## src/rtl/my_types_pkg.sv

```systemverilog
// Shared pipeline control types.
// FSM state encoding and register-index type.
package my_types_pkg;

  typedef enum logic [1:0] {
    RUN    = 2'd0,
    DRAIN  = 2'd1,
    HALTED = 2'd2
  } pctrl_state_t;

  typedef logic [4:0] regbits_t;

endpackage

```

## src/rtl/pipeline_ctrl_sat_counter.sv

```systemverilog
// Saturating up-counter with synchronous clear.
// Holds at all-ones instead of wrapping.
module sat_counter #(
  parameter int W = 16
) (
  input  logic         clk,
  input  logic         rst,
  input  logic         inc,
  input  logic         clr,
  output logic [W-1:0] count
);

  logic [W-1:0] r_cnt;

  always_ff @(posedge clk or posedge rst) begin
    if (rst) begin
      r_cnt <= '0;
    end else if (clr) begin
      r_cnt <= '0;
    end else if (inc && (r_cnt != '1)) begin
      r_cnt <= r_cnt + {{(W-1){1'b0}}, 1'b1};
    end
  end

  assign count = r_cnt;

endmodule

```

## src/rtl/pipeline_ctrl.sv

```systemverilog
// Pipeline hold/flush/bubble sequencer with halt drain
// FSM and saturating stall/flush performance counters.
module pipeline_ctrl
  import my_types_pkg::*;
#(
  parameter int CNT_W = 16,
  parameter int REG_W = 5
) (
  input  logic             CLK,
  input  logic             RST,
  input  logic             ihit,
  input  logic             dhit,
  input  logic             exmem_dREN,
  input  logic             exmem_dWEN,
  input  logic             exmem_taken,
  input  logic             idex_dREN,
  input  logic [REG_W-1:0] idex_rd,
  input  logic [REG_W-1:0] ifid_rs,
  input  logic [REG_W-1:0] ifid_rt,
  input  logic             ifid_halt,
  input  logic             memwb_halt,
  output logic             WEN,
  output logic             ifid_WEN,
  output logic             ifid_FLUSH,
  output logic             idex_bubble,
  output logic             pc_WEN,
  output logic             pc_redirect,
  output logic             halted,
  output logic [CNT_W-1:0] dstall_cnt,
  output logic [CNT_W-1:0] hazard_cnt,
  output logic [CNT_W-1:0] flush_cnt
);

  pctrl_state_t r_state;
  pctrl_state_t w_next;

  logic w_act, w_dwait, w_lu, w_hold;
  logic w_r1, w_r2, w_r3, w_r4, w_r5, w_r6;

  assign w_act   = (r_state != HALTED);
  assign w_dwait = (exmem_dREN | exmem_dWEN) & ~dhit;
  assign w_lu    = idex_dREN & (idex_rd != '0) &
                   ((idex_rd == ifid_rs) | (idex_rd == ifid_rt));
  assign w_hold  = (r_state == DRAIN) | ifid_halt;

  // One-hot row selects so the decoder below is truly unique.
  assign w_r1 = w_act & w_dwait;
  assign w_r2 = w_act & ~w_dwait & exmem_taken;
  assign w_r3 = w_act & ~w_dwait & ~exmem_taken & w_lu;
  assign w_r4 = w_act & ~w_dwait & ~exmem_taken & ~w_lu & w_hold;
  assign w_r5 = w_act & ~w_dwait & ~exmem_taken & ~w_lu & ~w_hold & ~ihit;
  assign w_r6 = w_act & ~w_dwait & ~exmem_taken & ~w_lu & ~w_hold & ihit;

  always_comb begin
    WEN         = 1'b0;
    ifid_WEN    = 1'b0;
    ifid_FLUSH  = 1'b0;
    idex_bubble = 1'b0;
    pc_WEN      = 1'b0;
    pc_redirect = 1'b0;
    w_next      = r_state;
    unique case (1'b1)
      w_r1: begin
      end
      w_r2: begin
        WEN         = 1'b1;
        ifid_FLUSH  = 1'b1;
        idex_bubble = 1'b1;
        pc_WEN      = 1'b1;
        pc_redirect = 1'b1;
        w_next      = RUN;
      end
      w_r3: begin
        WEN         = 1'b1;
        idex_bubble = 1'b1;
      end
      w_r4: begin
        WEN        = 1'b1;
        ifid_FLUSH = 1'b1;
        w_next     = DRAIN;
      end
      w_r5: begin
        WEN        = 1'b1;
        ifid_FLUSH = 1'b1;
      end
      w_r6: begin
        WEN      = 1'b1;
        ifid_WEN = 1'b1;
        pc_WEN   = 1'b1;
      end
      default: begin
      end
    endcase
    // A retiring halt beats any redirect of younger work.
    if (w_act && memwb_halt && !w_dwait) begin
      w_next = HALTED;
    end
  end

  always_ff @(posedge CLK or posedge RST) begin
    if (RST) r_state <= RUN;
    else     r_state <= w_next;
  end

  assign halted = (r_state == HALTED);

  sat_counter #(.W(CNT_W)) u_dstall (
    .clk(CLK), .rst(RST), .inc(w_r1), .clr(1'b0), .count(dstall_cnt)
  );

  sat_counter #(.W(CNT_W)) u_hazard (
    .clk(CLK), .rst(RST), .inc(w_r3), .clr(1'b0), .count(hazard_cnt)
  );

  sat_counter #(.W(CNT_W)) u_flush (
    .clk(CLK), .rst(RST), .inc(w_r2), .clr(1'b0), .count(flush_cnt)
  );

endmodule
```

## config.mk

```make
export PLATFORM = sky130hd
export DESIGN_NAME = pipeline_ctrl
export DESIGN_NICKNAME = d
export VERILOG_FILES = /design/src/rtl/my_types_pkg.sv /design/src/rtl/pipeline_ctrl_sat_counter.sv /design/src/rtl/pipeline_ctrl.sv
export SDC_FILE = /design/constraint.sdc
export NUM_CORES = 1
export LEC_CHECK = 0
export BUFFER_PORTS_ARGS = -buffer_cell sky130_fd_sc_hd__buf_4
export CORE_ASPECT_RATIO = 1.25
export CORE_MARGIN = 5
export CORE_UTILIZATION = 54
export DETAILED_ROUTE_END_ITERATION = 10
export PLACE_DENSITY_LB_ADDON = 0.1
export SYNTH_ARGS = -nofsm -noshare
export SYNTH_HDL_FRONTEND = slang
export SYNTH_HIERARCHICAL = 1
export SYNTH_SLANG_ARGS = --single-unit
```

## constraint.sdc

```tcl
create_clock -name CLK -period 6.4 [get_ports CLK]
set_clock_uncertainty 0.05 [all_clocks]
set_input_delay 0 -clock CLK [delete_from_list [all_inputs] [get_ports CLK]]
set_output_delay 0 -clock CLK [all_outputs]
set_load 0.01 [all_outputs]
```

==> metrics <==
Fillers=just under 500; Netlist cell types=44; Tmin final=roughly 2.7 ns; Post-Syn Area=3140 µm²; largest family of logic cells by synthesized area=simple AND/OR/NAND/NOR gates; number of synthesized flops with an enable pin=0; CORE AREA=5740 µm²; Worst-path clk slew=0.10 ns; antenna-violating nets left=0; adder-cell share of the synthesized area=0.0120; Routed wire per std cell=15.4 µm; # clock sinks=50; number of CTS-inserted buffers=5; leakage=1.59 nW; Seq/Total Area, Yosys=0.399; die area=7450 µm²; CTS tree=done; first-pass GRT wire length=12800 µm; Syn Area/Cell=9.02 µm²; multiplexer area fraction after synthesis=0.0343; antenna fix cells=0; ys flop type=dfrtp_1; Worst VDD drop=122 µV; htree depth=2; Storage cell area=1250 µm²; Post-CTS Setup Repair Bufs=0; die width=about 78 µm; TritonRoute pass-1 iters=4; layout cells sized above 1=0.261; YS warnings=6; Final setup viols=0; CP endpoint kind=register; Synth Area in Simple Gates=0.323; vias post-DR=approximately 3000; Synth Area in Compound Gates=0.163; IO buf count=79; fin crit share=0.425; Critical Path Fanout Max=9; die height=95.2 µm; Post-Syn Instances=roughly 350; Layout area overhead=23.5%; Synth async-reset ratio=1.00; GR Overflow Total=0; Initial Utilization=0.547; NumNets Final=456; most common library cells after synthesis=dfrtp_1 (50), a21oi_1 (36), nand3_1 (24), nand2_1 (21); Setup TNS Final=0 ns; largest cells by area after synthesis=dfrtp_1 (40%), a21oi_1 (5.7%), or4_1 (4.5%), nand3_1 (3.8%), o31ai_1 (3.6%); deepest clock path buffer count=2; GPL Wtd Cong=0.854; root buf cell=clkbuf_8; Post-DP HPWL=5740 µm; max_slew headroom=0.486; CP startpoint kind=register; cell taking the most area after synthesis=dfrtp_1; P per Cell Area=174 nW/µm²; area share of the largest cell type after synthesis=0.399; PnR Total Power=0.673 mW; status=finished clean; DR vias/cell=6.19; Final Max Slew Viols=0; Multi-input gate area=1770 µm²; initial antenna violation count=0; WL final=around 7600 µm; clock latency on the worst-skew pair=0.30 ns; drt first-iter violations=204; RSZ-0062 raised after global routing=no; DRC=0; Worst EP required=6.58 ns; final hold violation count=0; Yosys reg bits=50; worst-margin pin slew=0.764 ns; data arrival time of the critical path=2.90 ns; Total Routing Usage GR=0.210; num ports=80; most common cell in the netlist=dfrtp_1; largest net degree at the start of global routing=20; f_max=368 MHz; critical setup path kind=register to register; Synth Area in XOR/XNOR=0.0279; num rows=31; vias in the first global route=2930; MaxCap Viol Count=0; HP Class=primary input to register
-- registers in the layout, summed over array words and instances, names as in the netlist --
name	flops
u_dstall/count	16
u_flush/count	16
u_hazard/count	16
r_state	2
-- per-layer routing --
metal,vias up,wire length [µm],track usage
met5,-,0,0
met4,0,79,0.0656
met3,7,329,0.0350
met2,82,4110,0.392
met1,1482,3090,0.244
li1,1491,-,-
-- power by group --
part	internal, mW	total, mW	switching (mW)
Combinational	0.0708	0.151	0.0799
Clock	0.0771	0.186	0.108
Sequential	0.325	0.336	0.0112
Total	0.473	0.673	0.199
-- cells in the final DEF, fill, tap and decap left out, types with 12 or more instances in the layout --
| master | netlist | routed |
|---|---|---|
| a21oi_1 | 36 | 36 |
| buf_4 | 3 | 79 |
| dfrtp_1 | 50 | 50 |
| inv_1 | 12 | 12 |
| nand2_1 | 21 | 21 |
| nand3_1 | 24 | 24 |
| nand4_1 | 12 | 12 |
| nor3_1 | 14 | 14 |
| o21ai_0 | 19 | 19 |
| o31ai_1 | 15 | 15 |
| or3_1 | 18 | 18 |
| or4_1 | 19 | 19 |
-- area by class of cell --
| class | count | share of cell area |
|---|---|---|
| clock inverters | 3 | 0.00549 |
| multi-input cells | 275 | 0.457 |
| inverters | 13 | 0.0126 |
| repair buffers | 83 | 0.163 |
| well taps | 66 | 0.0213 |
| clock buffers | 5 | 0.0178 |
| flip-flops and latches | 50 | 0.323 |
-- cell families after synthesis --
logic type	after synthesis
AO/OA/AOI/OAI	85
XOR/XNOR	10
multiplexers	10
adder cells (fa/ha/maj)	3
flip-flops	50
AND/OR/NAND/NOR	164
buffers and inverters	25
other	1
-- critical path: stages, from the launching register on --
cell and delay [ns]:
dfrtp_1 0.42, and2b_1 0.19, nand2b_2 0.23, inv_2 0.14
nand2_1 0.11, inv_1 0.22, nand3_1 0.24, or4_4 0.50
or4_1 0.42, a21oi_1 0.15
-- stage by stage --
stage | worst slack [ns] | hold WS [ns] | utilization | area (µm²) | instances
floorplan | 3.80 | -0.309 | - | 3150 | 350
global placement | 3.85 | -0.161 | 0.653 | 3750 | 483
detailed placement | 3.73 | -0.160 | 0.653 | 3750 | 483
CTS | 3.71 | 0.0427 | 0.675 | 3880 | 495
global route | 3.53 | 0.0357 | 0.675 | 3880 | 495
finish | 3.68 | 0.0492 | 0.675 | 3880 | 495
-- repair_timing --
item	CTS	global route
resized for setup	0	0
hold buffers	4	0
endpoints found under the setup margin	0	0
endpoints found under the hold margin	52	0
-- worst paths after layout --
| kind | startpoint | end | slack (ns) | depth (start not counted) |
|---|---|---|---|---|
| min | exmem_taken | r_state[1] | 0.05 | 3 |
| max reg2reg | r_state[1] | u_flush/count[13] | 3.68 | 9 |
| max | r_state[1] | u_flush/count[13] | 3.68 | 9 |
| min in group asynchronous | RST | r_state[1] | 0.09 | 3 |
| min reg2reg | r_state[0] | r_state[0] | 0.52 | 2 |
| max in group asynchronous | RST | u_flush/count[9] | 5.57 | 3 |
(Power assumes the default switching activity.)
